--- src/rtl/keypad_pkg.sv ---
// Shared types and constants for the keypad encoder slice.
// Button indices 0-15 are hex keys; 16-19 are the control keys.
package keypad_pkg;

  localparam int NUM_KEYS = 20;
  localparam int HEX_KEYS = 16;

  typedef logic [4:0] key_code_t;

  localparam key_code_t KEY_ENTER = 5'd16;
  localparam key_code_t KEY_BACK  = 5'd17;
  localparam key_code_t KEY_MODE  = 5'd18;
  localparam key_code_t KEY_RUN   = 5'd19;

  // Index of the lowest set bit; zero when nothing is set.
  function automatic key_code_t lowest_key(input logic [NUM_KEYS-1:0] vec);
    key_code_t code;
    code = '0;
    for (int i = NUM_KEYS - 1; i >= 0; i--) begin
      if (vec[i]) code = key_code_t'(i);
    end
    return code;
  endfunction

endpackage

--- src/rtl/keypad_fifo.sv ---
// Small synchronous FIFO holding key events for the consumer.
// A write into a full FIFO is taken only when a read happens in the same
// cycle; head reads as zero while the FIFO is empty.
module keypad_fifo #(
  parameter int DEPTH = 4,
  parameter int WIDTH = 5
) (
  input  logic             clk,
  input  logic             rst,
  input  logic             push,
  input  logic [WIDTH-1:0] push_data,
  input  logic             pop,
  output logic             full,
  output logic             empty,
  output logic [WIDTH-1:0] head
);

  localparam int AW = $clog2(DEPTH);

  logic [WIDTH-1:0] mem [DEPTH];
  logic [AW:0]      wr_ptr;
  logic [AW:0]      rd_ptr;
  logic             wr_en;
  logic             rd_en;

  assign empty = (wr_ptr == rd_ptr);
  assign full  = (wr_ptr[AW] != rd_ptr[AW]) && (wr_ptr[AW-1:0] == rd_ptr[AW-1:0]);
  assign rd_en = pop && !empty;
  assign wr_en = push && (!full || rd_en);
  assign head  = empty ? '0 : mem[rd_ptr[AW-1:0]];

  // Pointer bookkeeping; reset empties the queue immediately.
  always_ff @(posedge clk or posedge rst) begin
    if (rst) begin
      wr_ptr <= '0;
      rd_ptr <= '0;
    end else begin
      if (wr_en) wr_ptr <= wr_ptr + 1'b1;
      if (rd_en) rd_ptr <= rd_ptr + 1'b1;
    end
  end

  // Storage array, written at the tail slot.
  always_ff @(posedge clk) begin
    if (wr_en) mem[wr_ptr[AW-1:0]] <= push_data;
  end

endmodule

--- src/rtl/keypad_encoder.sv ---
// Keypad encoder: synchronizes and debounces 20 push-buttons, turns press
// edges into key codes and queues them for the consumer.
// Optional feature: define KEYPAD_AUTOREPEAT_EN to auto-repeat a hex key
// that is held on its own.
module keypad_encoder
  import keypad_pkg::*;
#(
  parameter int DEBOUNCE_CYCLES = 100000,
  parameter int FIFO_DEPTH      = 4,
  parameter int REPEAT_DELAY    = 50,
  parameter int REPEAT_RATE     = 10
) (
  input  logic                clk,
  input  logic                rst,
  input  logic [NUM_KEYS-1:0] pb,
  output logic                key_valid,
  output key_code_t           key_code,
  input  logic                key_ready,
  output logic                key_held,
  output logic                overflow,
  input  logic                ovf_clr
);

  localparam int CW = (DEBOUNCE_CYCLES > 2) ? $clog2(DEBOUNCE_CYCLES) : 1;

  logic [NUM_KEYS-1:0] sync1;
  logic [NUM_KEYS-1:0] sync2;
  logic [NUM_KEYS-1:0] sample;
  logic [NUM_KEYS-1:0] deb;
  logic [NUM_KEYS-1:0] deb_next;
  logic [NUM_KEYS-1:0] deb_prev;
  logic [NUM_KEYS-1:0] rise;
  logic [NUM_KEYS-1:0] events;
  logic [CW-1:0]       tick_cnt;
  logic                tick;
  logic                push;
  logic                pop;
  logic                full;
  logic                empty;
  logic                drop;
  key_code_t           push_code;

  // Two-flop synchronizer on every raw button.
  always_ff @(posedge clk or posedge rst) begin
    if (rst) begin
      sync1 <= '0;
      sync2 <= '0;
    end else begin
      sync1 <= pb;
      sync2 <= sync1;
    end
  end

  assign tick = (tick_cnt == CW'(DEBOUNCE_CYCLES - 1));

  // Shared sample-tick divider.
  always_ff @(posedge clk or posedge rst) begin
    if (rst) tick_cnt <= '0;
    else if (tick) tick_cnt <= '0;
    else tick_cnt <= tick_cnt + 1'b1;
  end

  // A bit follows its input only when this tick's sample matches the last one.
  always_comb begin
    deb_next = deb;
    if (tick) deb_next = (~(sync2 ^ sample) & sync2) | ((sync2 ^ sample) & deb);
  end

  // Debounce state, plus a one-cycle-old copy for edge detection.
  always_ff @(posedge clk or posedge rst) begin
    if (rst) begin
      sample   <= '0;
      deb      <= '0;
      deb_prev <= '0;
    end else begin
      if (tick) sample <= sync2;
      deb      <= deb_next;
      deb_prev <= deb;
    end
  end

  assign rise     = deb & ~deb_prev;
  assign key_held = |deb;

`ifdef KEYPAD_AUTOREPEAT_EN
  localparam int REP_MAX = (REPEAT_DELAY > REPEAT_RATE) ? REPEAT_DELAY : REPEAT_RATE;
  localparam int RW      = $clog2(REP_MAX + 1);

  logic [RW-1:0] rep_cnt;
  logic [RW-1:0] rep_inc;
  logic [RW-1:0] rep_limit;
  logic          rep_mode;
  logic          rep_fire;
  logic          single_hex;

  assign single_hex = (deb[NUM_KEYS-1:KEY_ENTER] == '0) && $onehot(deb[HEX_KEYS-1:0]);
  assign rep_inc    = rep_cnt + 1'b1;
  assign rep_limit  = rep_mode ? RW'(REPEAT_RATE) : RW'(REPEAT_DELAY);

  // Repeat timer counts ticks while one hex key is held alone; any change restarts it.
  always_ff @(posedge clk or posedge rst) begin
    if (rst) begin
      rep_cnt  <= '0;
      rep_mode <= 1'b0;
      rep_fire <= 1'b0;
    end else begin
      rep_fire <= 1'b0;
      if (tick) begin
        if ((deb_next != deb) || !single_hex) begin
          rep_cnt  <= '0;
          rep_mode <= 1'b0;
        end else if (rep_inc == rep_limit) begin
          rep_cnt  <= '0;
          rep_mode <= 1'b1;
          rep_fire <= 1'b1;
        end else begin
          rep_cnt <= rep_inc;
        end
      end
    end
  end

  assign events = rise | (rep_fire ? {{(NUM_KEYS-HEX_KEYS){1'b0}}, deb[HEX_KEYS-1:0]} : '0);
`else
  assign events = rise;
`endif

  assign push      = |events;
  assign push_code = lowest_key(events);
  assign key_valid = !empty;
  assign pop       = key_valid && key_ready;
  assign drop      = push && full && !pop;

  // Sticky overflow; a drop in the same cycle as a clear keeps it set.
  always_ff @(posedge clk or posedge rst) begin
    if (rst) overflow <= 1'b0;
    else if (drop) overflow <= 1'b1;
    else if (ovf_clr) overflow <= 1'b0;
  end

  keypad_fifo #(
    .DEPTH(FIFO_DEPTH),
    .WIDTH($bits(key_code_t))
  ) u_fifo (
    .clk      (clk),
    .rst      (rst),
    .push     (push),
    .push_data(push_code),
    .pop      (pop),
    .full     (full),
    .empty    (empty),
    .head     (key_code)
  );

endmodule

--- config.mk ---
export PLATFORM = sky130hd
export DESIGN_NAME = keypad_encoder
export DESIGN_NICKNAME = d
export VERILOG_FILES = /design/src/rtl/keypad_pkg.sv /design/src/rtl/keypad_fifo.sv /design/src/rtl/keypad_encoder.sv
export SDC_FILE = /design/constraint.sdc
export NUM_CORES = 1
export LEC_CHECK = 0
export ABC_AREA = 1
export BUFFER_PORTS_ARGS = -buffer_cell sky130_fd_sc_hd__buf_2
export CORE_MARGIN = 5
export CORE_UTILIZATION = 40
export CTS_CLUSTER_SIZE = 24
export DETAILED_ROUTE_END_ITERATION = 6
export GPL_TIMING_DRIVEN = 0
export PLACE_DENSITY = 0.63
export SKIP_LAST_GASP = 1
export SYNTH_ARGS = -nofsm -noshare
export SYNTH_HDL_FRONTEND = slang
export SYNTH_HIERARCHICAL = 1
export SYNTH_SLANG_ARGS = --single-unit
--- constraint.sdc ---
create_clock -name clk -period 3.57 [get_ports clk]
set_clock_uncertainty 0.15 [all_clocks]
set_input_delay 0.5355 -clock clk [delete_from_list [all_inputs] [get_ports clk]]
set_output_delay 0.5355 -clock clk [all_outputs]
set_load 0.02 [all_outputs]
After elaboration in Yosys (flattened, before gate mapping)
Memory sizes are Yosys's and may differ from the RTL's.
Cells that the tools add are included.
Word-level totals
  flip-flop bits (word level): 124
  bits in writable memories: 20
  output and inout bits: 8
  word-level logic and storage cells: 63
  memories kept: 1
Memories
  u_fifo.mem: depth 4, width 5, read ports 1, clocked after Yosys merged registers in 0, write ports 1, line keypad_fifo.sv:20  | logic [WIDTH-1:0] mem [DEPTH];
Operators by class
  $add $sub $neg: 3
  equal/unequal tests: 4
  multiplexer cells: 26
  bitwise logic cells: 7
  reduce and logical (&&, ||, !) cells: 13
Operators by type and width (count)
  $mux 5: 21
  $and 20x20->20: 3
  $not 20->20: 2
  $reduce_or 20->1: 2
  $or 20x20->20: 1
  $xor 20x20->20: 1
  $add 17x1->17 const B: 1
  $eq 17x17->1 const B: 1
  $mux 17: 1
  $add 3x1->3 const B: 2
  $logic_and 1x1->1: 6
  $mux 1: 4
  $eq 3x3->1: 1
  $logic_not 1->1: 3
  $eq 2x2->1: 1
  $reduce_bool 2->1: 1
  $logic_or 1x1->1: 1
  $ne 1x1->1: 1

Depth between registers and ports, before layout
Gate-level depths: netlist (run 1).
  depth in word-level cells: 22
  mapped depth: 20
  mapped depth without buffers: 20

Cells and area by module
The synthesis (run 1) kept the hierarchy.
By module, submodules not included
  keypad_encoder: instances 1, cells each 441, area an instance 4431.8 µm²
  keypad_fifo: instances 1, cells each 119, area an instance 1244.9 µm²

Worst setup path after synthesis (run 1)
OpenSTA, ideal clock, no wires.
  path kind: register to register
  from: register u_fifo.wr_ptr[2]
  to: memory u_fifo.mem[0][0] (enable)
  arrival time: 1722 ps
  data required time: 3081 ps
  setup slack: 1358 ps
  stages on the path, launching flop included: 14
  buffers on the path: 0
  path through: dfrtp_1 > inv_1 > nand2_1 > nand2_1 > inv_1 > nand3_4 > inv_1 > inv_1 > nand2_1 > inv_1 > inv_1 > nand4_4 > nand2_4 > nor2_1
On the way
  word-level cells in the longest chain between the ends: 8
  elaborated cells between the ends (all ways): 11
  those cells by class: 2 x eq/ne; 2 x mux; 7 x reduce/logical
Ends and longest elaborated chain
  from (decl): line keypad_fifo.sv:21  | logic [AW:0] wr_ptr;
  from (signal assigned): line keypad_fifo.sv:38  | if (wr_en) wr_ptr <= wr_ptr + 1'b1;
  $eq 3x3->1: line keypad_fifo.sv:26  | assign empty = (wr_ptr == rd_ptr);
  named net empty: line keypad_encoder.sv:39  | logic empty;
  $logic_not 1->1: line keypad_encoder.sv:130  | assign key_valid = !empty;
  named net key_valid: line keypad_encoder.sv:16  | output logic key_valid,
  $logic_and 1x1->1: line keypad_encoder.sv:131  | assign pop = key_valid && key_ready;
  named net pop: line keypad_encoder.sv:37  | logic pop;
  $logic_and 1x1->1: line keypad_fifo.sv:28  | assign rd_en = pop && !empty;
  $logic_or 1x1->1: line keypad_fifo.sv:29  | assign wr_en = push && (!full || rd_en);
  $logic_and 1x1->1: line keypad_fifo.sv:29
  $mux 1: line keypad_fifo.sv:45  | if (wr_en) mem[wr_ptr[AW-1:0]] <= push_data;
  $mux 1 (implied by the code): line keypad_fifo.sv:45
  to (decl): line keypad_fifo.sv:20
The timed path passes the listed nets, and every way through them passes these cells.

Final worst setup path (run 1)
  from: register u_fifo.rd_ptr[1]
  to: memory u_fifo.mem[1][1] (enable)
On the way
  word-level cells in the longest chain between the ends: 8
  elaborated cells between the ends (all ways): 11
  those cells by class: 2 x eq/ne; 2 x mux; 7 x reduce/logical
Ends and longest elaborated chain
  from (decl): line keypad_fifo.sv:22  | logic [AW:0] rd_ptr;
  from (signal assigned): line keypad_fifo.sv:39  | if (rd_en) rd_ptr <= rd_ptr + 1'b1;
  $eq 3x3->1: line keypad_fifo.sv:26
  named net empty: line keypad_encoder.sv:39
  $logic_not 1->1: line keypad_encoder.sv:130
  $logic_and 1x1->1: line keypad_encoder.sv:131
  named net pop: line keypad_encoder.sv:37
  $logic_and 1x1->1: line keypad_fifo.sv:28
  $logic_or 1x1->1: line keypad_fifo.sv:29
  $logic_and 1x1->1: line keypad_fifo.sv:29
  $mux 1: line keypad_fifo.sv:45
  $mux 1 (implied by the code): line keypad_fifo.sv:45
The timed path passes the listed nets, and every way through them passes these cells.

==> impl_results.md, run 1 <==
- Status: finished, final reports clean
- Synth top area share: between 50% and 60%
- Antenna diodes: 0
- Max transition margin: a little under three fifths
- CP endpoint kind: flip-flop
- Ports: 32
- Worst path arrival time: between 2000 and 2500 ps
- Vias per inst: ~4.7
- Later-pin clock latency in the skew report: roughly 410 ps
- Minimum clock period after layout: approximately 2500 ps
- Pwr dens: between 400 and 500 nW/um^2
- Largest net degree at the start of global routing: 40
- Worst vdd ir: roughly 0.38 mV
- Cell Area, Placed: between 6000 and 7000 um^2
- Worst slew pin tran: 645 ps
- Vias in the first global route: roughly 3.9k
- Area grow syn2layout: 17.4%
- Part of the cycle the worst path needs: between 60% and 70%
- Final Hold Fails: 0
- Vias: around 3.8k
- Nets: ~640
- Crit path kind: flip-flop to flip-flop
- Port Buffers: 31
- # clock sinks: about 140
- Average instance area after synthesis: about 10 um^2
- Critical path data required time: approximately 3500 ps
- Die area: around 17000 um^2
- Initial antenna violation count: 0
- Global-route wire length before repair: 17.7 mm
- Synthesized flop and latch total: ~140
- Die W: about 130 um
- Setup Viol. Count Final: 0
- Layout cell share with drive strength beyond 1: roughly 15%
- Area leader, netlist: dfrtp_1
- Post-synthesis sequential area ratio: roughly 65%
- Initial core utilization: slightly above 40%
- H-Tree Depth: 4
- Yosys warnings: 6
- Unrepaired setup endpoints after global routing: no
- Post-DRT Antenna Nets: 0
- Hold Slack: ~81 ps
- DPL Wire Length: roughly 7.1 mm
- Standard-cell row count: between 40 and 50
- Synth Instances: 560
- Total gr overflow: 0
- Synth Cell Area: roughly 5700 um^2
- First drt pass iteration count: 4
- Final Wtd Congestion: 0.810
- Gr usage total: roughly 13%
- Total Neg Setup Slack: 0 ps
- CTS tree: done
- Post-synth ARST share: between 80% and 90%
- Top-count cell post-synth: dfrtp_1
- Post-Syn Nets: 590
- Clk buf depth: 2
- Setup ws final: between 1000 and 1500 ps
- Max Cap Viol: 0
- Post-CTS Setup Inserts: 0
- Routed length per instance: 12.4 um
- First DRT Iteration DRCs: 150
- Core area: between 10000 and 15000 um^2
- Root Buffer: clkbuf_16
- Fmax: 406 MHz
- Yosys cell types: 33
- Fillers: around 1.3k
- Final wirelength: 10.0 mm
- EDFF count, synth: 20
- Number of buffers created by CTS: 17
- Clk slew on worst S/H paths: 60 ps
- Post-synth top cells: 124 x dfrtp_1, 123 x nand2_1, 82 x inv_1
- Ys flop type: dfrtp_1
- Pre-CTS setup slack: between 1000 and 1500 ps
- Top post-synthesis cells by area: dfrtp_1 55%, edfxtp_1 11%, nand2_1 8.1%
- Critical path peak fanout: 10
- Die height: ~130 um
- Crit start category: flip-flop
- DRC viols: 0
- Pleak: 3.38 nW
- Fin. max-slew vios: 0
- Tightest Hold Check Type: primary input to flip-flop
- Final Instance Area: ~6700 um^2
-- layout make-up --
class                   instances  area [um^2]  share of cell area [%]
plain buffers                   8         33.8                   0.507
multi-input cells             321         1610                    24.2
flip-flops and latches        144         3700                    55.6
clock inverters                 6         32.5                   0.488
well taps                     180          225                    3.38
clock buffers                  26          499                    7.49
inverters                      87          330                    4.96
repair buffers                 35          225                    3.38
-- what timing repair did --
action	4_1_cts	5_1_grt
hold buffers	1	0
hold endpoints to repair	6	0
gates resized for setup	0	0
-- cells in the final DEF, fill, tap and decap left out, types with 8 or more instances in the layout --
cell type  instances
or2_2             14
inv_1             81
nand2_1          123
nor2_1            33
clkbuf_1          10
nor4_1             8
dfrtp_1          124
o21ai_0           68
nand3_1           12
edfxtp_1          20
buf_2             34
clkbuf_16         17
-- where the power goes --
| group | switching, mW | internal [mW] |
|---|---|---|
| clock network | 0.606 | 0.955 |
| logic | 0.0306 | 0.0162 |
| registers | 0.00866 | 1.68 |
-- worst max-delay path, stage by stage, from the launching register on --
cell	delay, ps
dfrtp_1	500
inv_2	110
nand2_1	90
nand2_2	90
nand3_4	150
inv_1	50
inv_1	60
nand2_1	70
inv_1	150
inv_1	100
nand4_4	130
nand2_4	80
nor2_1	370
-- kinds of logic (layout without fill, tap and decap cells) --
kind of cell / Yosys count / after routing / synth area share [%]
buffers and inverters: 95 / 162 / 6.35
flip-flops: 144 / 144 / 65.2
adder cells (fa/ha/maj): 6 / 6 / 1.32
AO/OA/AOI/OAI: 92 / 92 / 8.64
XOR/XNOR: 5 / 5 / 0.904
AND/OR/NAND/NOR: 218 / 218 / 17.5
-- metal layers --
layer / part of all wire [%] / global-route usage, %
met2: 48 / 21.3
met3: 4.4 / 4.25
met4: 1.6 / 5.50
met5: 0 / 0
met1: 46 / 17.0
-- final timing paths --
kind | start | endpoint | slack [ps] | cells past startpoint
setup reg to reg | u_fifo/rd_ptr[1] | u_fifo/mem[1][1] | 1100 | 12
min in group asynchronous | rst | u_fifo/rd_ptr[0] | 480 | 3
hold reg to reg | sync1[12] | sync2[12] | 200 | 0
hold / removal | pb[7] | sync1[7] | 80 | 1
setup / recovery | u_fifo/rd_ptr[1] | u_fifo/mem[1][1] | 1100 | 12
max in group asynchronous | rst | sync1[5] | 2040 | 4
-- per-stage QoR --
step / total power [mW] / util [%] / instances
after global placement: 1.76 / 43.7 / 771
after global routing: 3.44 / 48.0 / 807
after floorplan: 1.74 / - / 560
after CTS: 3.35 / 48.0 / 807
final: 3.30 / 48.0 / 807
after detailed placement: 1.77 / 44.1 / 774
(Power assumes the default switching activity.)
==> run 2, diff against run 1 <==
Settings changed: PLACE_DENSITY 0.63 to 0.61.
Clock period 3.57 ns to 2.45 ns, I/O delays scaled along.
==> run 2 against run 1 <==
Net effect:
- flip-flop and latch count is the same
- sequential share of layout area shrank 2.8 points
- design area grew 5.4%
- critical path type unchanged
- clock-buffer cell count shrank 2
- final cell count grew 2.6%
- worst hold slack gained 71 ps
- critical path depth grew 1
- register-to-register slack lost 930 ps
- routed wire length grew 5.1%
- utilization grew 2.6 points
- total power grew 61%
- fmax grew 8.2%
==> impl_results.md, run 2 (synthesis gave the netlist of run 1 again) <==
- Status: finished, final reports clean
- Area grow syn2layout: 23.7%
- Critical path peak fanout: 10
- Met3 WL: 356 um
- Post-DRT Antenna Nets: 0
- Worst path arrival time: between 2000 and 2500 ps
- Ports: 32
- H-Tree Depth: 4
- Clk slew on worst S/H paths: roughly 60 ps
- Multi-input logic area: around 1600 um^2
- Setup Viol. Count Final: 0
- Initial antenna violation count: 0
- Pwr dens: around 760 nW/um^2
- Port Buffers: 31
- Later-pin clock latency in the skew report: ~410 ps
- Metal2 WL: approximately 5.2 mm
- Met1 WL: approximately 4.8 mm
- Die height: around 130 um
- Final Wtd Congestion: about 0.8
- Number of buffers created by CTS: 17
- CP endpoint kind: flip-flop
- Max transition margin: between 50% and 60%
- # clock sinks: approximately 140
- Part of the cycle the worst path needs: 93.0%
- Max Cap Viol: 0
- Total Neg Setup Slack: 0 ps
- Routed length per instance: approximately 13 um
- Most frequent cells in the layout: 123 x nand2_1, 123 x dfrtp_1, 81 x inv_1, 68 x o21ai_0, 34 x buf_2
- Worst vdd ir: 0.551 mV
- Nets: roughly 670
- First DRT Iteration DRCs: 236
- Core area: 13900 um^2
- Top routing layer in use: met4
- Fillers: approximately 1.3k
- Final Hold Fails: 0
- Setup ws final: about 170 ps
- Standard-cell row count: 43
- Hold Slack: about 150 ps
- Largest net degree at the start of global routing: 42
- Crit path kind: flip-flop to flip-flop
- Vias in the first global route: around 4.2k
- Antenna diodes: 0
- Initial core utilization: around two fifths
- Pre-CTS setup slack: -75.5 ps
- Worst slew pin tran: ~610 ps
- Tightest Hold Check Type: primary input to flip-flop
- First drt pass iteration count: 4
- DPL Wire Length: 7.23 mm
- Cell Area, Placed: roughly 6100 um^2
- Global-route wire length before repair: 19.0 mm
- Die area: roughly 17000 um^2
- CTS tree: done
- DRC viols: 0
- Vias: a little under 4k
- Crit start category: flip-flop
- Sequential Area: about 3700 um^2
- Layout cell share with drive strength beyond 1: roughly 17%
- Clk buf depth: 2
- Die W: between 100 and 150 um
- Minimum clock period after layout: between 2000 and 2500 ps
- Final Instance Area: around 7000 um^2
- Root Buffer: clkbuf_16
- Pleak: 3.53 nW
- Fin. max-slew vios: 0
- Gr usage total: 14.4%
- Critical path data required time: about 2400 ps
- Post-CTS Setup Inserts: 0
- Vias per inst: 4.75
- Unrepaired setup endpoints after global routing: yes
- Fmax: 439 MHz
- Total gr overflow: 0
- Final wirelength: 10.6 mm
## run 2: metal layers
metal / up-vias / track usage, %
met2: 48 / 23.9
met1: 1905 / 17.9
met3: 17 / 4.04
li1: 1960 / -
met5: - / 0
met4: 0 / 5.25
## run 2: where the power goes
part	switching (mW)	internal (mW)	leakage, nW
registers	0.0131	2.45	1.86
logic	0.0483	0.0456	1.36
clock network	0.923	1.83	0.319
## run 2: cell type report
cell class / instances / share of cell area (%)
multi-input cells: 321 / 23.3
clock buffers: 24 / 7.61
repair buffers: 56 / 6.20
plain buffers: 8 / 0.499
inverters: 87 / 4.72
well taps: 180 / 3.21
flip-flops and latches: 144 / 52.8
clock inverters: 8 / 1.71
## run 2: stage by stage
stage	utilization, %	cells	power, mW
finish	50.6	828	5.31
global route	50.6	828	5.51
CTS	50.4	828	5.37
detailed placement	44.1	774	2.58
global placement	43.7	771	2.57
floorplan	-	560	2.54
## run 2: worst paths after layout
check	startpoint	end	slack (ps)	depth (start not counted)
max in group asynchronous	rst	deb_prev[2]	1230	5
hold reg to reg	sync1[13]	sync2[13]	200	0
setup reg to reg	u_fifo/wr_ptr[2]	u_fifo/mem[1][2]	170	13
setup / recovery	u_fifo/wr_ptr[2]	u_fifo/mem[1][2]	170	13
hold / removal	key_ready	overflow	150	4
min in group asynchronous	rst	overflow	240	3
## run 2: repair_timing
| item | in CTS | in global routing |
|---|---|---|
| hold endpoints to repair | 67 | 0 |
| gates resized for setup | 1 | 10 |
| setup endpoints to repair | 29 | 32 |
| hold buffers | 22 | 0 |
## run 2: critical path, stage by stage (launching register included)
cell and delay, ps:
dfrtp_1 420, inv_1 70, nand2_1 40, nand2_1 130, inv_1 100, nand3_4 130
inv_1 50, inv_1 60, nand2_1 70, inv_1 150, inv_1 90, nand4_4 130
nand2_4 110, nor2_2 260
==> run 3, diff against run 2 <==
Settings changed: SYNTH_HIERARCHICAL 1 to unset.
==> run 3 against run 2 <==
Net effect:
- first-iteration DRC count fell by 5.9%
- sequential share of layout area rose by 1.5 points
- design area fell by 2.9%
- clock-buffer cell count fell by 3
- sequential power rose by 2%
- area after synthesis fell by 1.8%
- critical path depth fell by 6
- utilization fell by 1.1 points
- total power rose by 6.5%
==> impl_results.md, run 3 <==
- Status: finished, final reports clean
- Post-synthesis sequential area ratio: roughly two thirds
- Area leader, netlist: dfrtp_1
- Worst vdd ir: around 0.51 mV
- Yosys cell types: 32
- Routed length per instance: approximately 13 um
- Vias: between 3k and 4k
- Ys flop type: dfrtp_1
- Ports: 32
- Fmax: about 430 MHz
- Post-CTS Setup Inserts: 0
- DRC viols: 0
- First DRT Iteration DRCs: around 220
- Final Power: between 5 and 6 mW
- Seq pwr share: 44.5%
- Antenna diodes: 0
- Port Buffers: 31
- Final Hold Fails: 0
- Synth top area share: approximately 56%
- Crit start category: flip-flop
- Initial core utilization: 40.5%
- Final Wtd Congestion: approximately 0.8
- Top post-synthesis cells by area: dfrtp_1 56%, edfxtp_1 11%, nand2_1 5.7%
- Tightest Hold Check Type: primary input to flip-flop
- Largest net degree at the start of global routing: between 40 and 50
- Sequential Area: between 3000 and 4000 um^2
- Unrepaired setup endpoints after global routing: yes
- Vias in the first global route: roughly 3.9k
- Global-route wire length before repair: between 15 and 20 mm
- Psw: 1.40 mW
- Worst slew pin tran: 584 ps
- Die area: 16400 um^2
- Clock Power Share: 44.4%
- Most frequent cells in the layout: 124 x dfrtp_1, 85 x nand2_1, 78 x inv_1, 56 x nor2_1, 54 x o21ai_0
- Max transition margin: approximately 60%
- Final Instance Area: ~7000 um^2
- Area grow syn2layout: 22.3%
- Placed Cells incl. Taps: ~750
- First drt pass iteration count: 5
- Standard-cell row count: 43
- Min-Delay Path Depth: 2
- Reg2reg path depth: 9
- Part of the cycle the worst path needs: between 90% and 100%
- Vias per inst: ~4.6
- Cell Area, Placed: approximately 6000 um^2
- Critical path data required time: 1930 ps
- Final wirelength: 10.1 mm
- Internal: 4.25 mW
- Hold Slack: approximately 27 ps
- Multi-input logic area: around 1500 um^2
- Clk slew on worst S/H paths: around 60 ps
- Nets: approximately 640
- Minimum clock period after layout: approximately 2300 ps
- Pwr dens: 829 nW/um^2
- Top-count cell post-synth: dfrtp_1
- Yosys warnings: 0
- Clk buf depth: 2
- Layout cell share with drive strength beyond 1: between 10% and 20%
- Setup ws final: between 100 and 150 ps
- HP Start: ovf_clr
- DPL Wire Length: between 6 and 7 mm
- CTS tree: done
- Fin cells: roughly 800
- Total Neg Setup Slack: 0 ps
- Gr usage total: around 14%
- Number of buffers created by CTS: 17
- Root Buffer: clkbuf_16
- Reg2reg setup slack: 210 ps
- Worst Hold Path EP: overflow
- Post-synth ARST share: between 80% and 90%
- Sw Share: 24.8%
- H-Tree Depth: 4
- CP endpoint kind: output pin
- Post-DRT Antenna Nets: 0
- Fin util: 49.5%
- Synth Cell Area: about 5600 um^2
- Max Cap Viol: 0
- Average instance area after synthesis: roughly 10 um^2
- # clock sinks: approximately 140
- Critical path peak fanout: 10
- Post-synth top cells: 124 x dfrtp_1, 85 x nand2_1, 79 x inv_1
- Fillers: around 1.3k
- Synth Instances: about 530
- RR Endpoint: u_fifo.mem[2][0]
- Die W: about 130 um
- Fin. max-slew vios: 0
- EDFF count, synth: 20
- Pre-CTS setup slack: 150 ps
- Pleak: roughly 3.3 nW
- Die height: roughly 130 um
- Worst path arrival time: roughly 1800 ps
- Post-Syn Nets: between 500 and 600
- Total gr overflow: 0
- Synthesized flop and latch total: 144
- Initial antenna violation count: 0
- Logic pwr share: between 10 and 15%
- Core area: 13800 um^2
- Most common library cell in the layout ignoring fill and taps: dfrtp_1
- Later-pin clock latency in the skew report: a little over 400 ps
- Crit path kind: flip-flop to output pin
- Setup Viol. Count Final: 0
==> run 3: cell count changes in the layout (fill, tap and decap cells not counted), sizes merged, moves of 8 or more <==
cell   previous run  this run
nand3            13         5
nor2             39        63
o31ai             0        20
nand2           127        87
o21ai            69        57
==> run 3: final cells by class <==
class	count	area share (%)
plain buffers	11	0.660
clock buffers	21	6.60
clock inverters	11	1.91
inverters	82	4.57
multi-input cells	295	22.4
flip-flops and latches	144	54.3
well taps	180	3.30
repair buffers	55	6.24
==> run 3: repair_timing <==
| action | 4_1_cts | 5_1_grt |
|---|---|---|
| hold buffers | 21 | 0 |
| resized for setup | 1 | 7 |
| setup endpoints to repair | 4 | 10 |
| hold endpoints to repair | 41 | 0 |
==> run 3: power by group through the flow <==
stage | combinational, mW | clock (mW) | sequential [mW]
floorplan | 0.419 | 0 | 2.55
finish | 0.628 | 2.51 | 2.52
detailed placement | 0.603 | 0 | 2.56
global route | 0.706 | 2.67 | 2.52
global placement | 0.567 | 0 | 2.56
CTS | 0.632 | 2.57 | 2.52
==> run 3: kinds of logic (layout without fill, tap and decap cells) <==
family | count (synthesis) | count (layout) | share of synthesized area, %
AND/OR/NAND/NOR | 182 | 182 | 14.3
flip-flops | 144 | 144 | 66.4
AO/OA/AOI/OAI | 98 | 98 | 10.2
buffers and inverters | 93 | 180 | 6.26
XOR/XNOR | 8 | 8 | 1.26
adder cells (fa/ha/maj) | 6 | 6 | 1.35
multiplexers | 1 | 1 | 0.202
==> run 3: worst max path at each step <==
stage,from,end,slack [ps]
after floorplan,rst,async pin,410
after global placement,rst,sync1[5],-330
after detailed placement,flip-flop,u_fifo.mem[1][0],150
after CTS,u_fifo.rd_ptr[0],key_code[1],1
after global routing,u_fifo.rd_ptr[0],key_code[2],-10
final,u_fifo.rd_ptr[0],key_code[2],120
==> run 3: per-layer routing <==
metal | up-vias | share of wire [%] | track usage [%] | routed length [um]
met1 | 1737 | 45 | 17.0 | 4600
li1 | 1871 | - | - | -
met4 | 0 | 1.0 | 5.43 | 102
met5 | - | 0 | 0 | 0
met3 | 11 | 4.0 | 4.13 | 405
met2 | 58 | 50 | 23.5 | 5020
==> run 3: critical path, cell delays in order (launching register included) <==
cell     delay, ps
dfrtp_1        420
inv_1          110
buf_2          230
nor2_1          60
o32ai_1        260
nand2_1        110
inv_1           70
buf_2          150
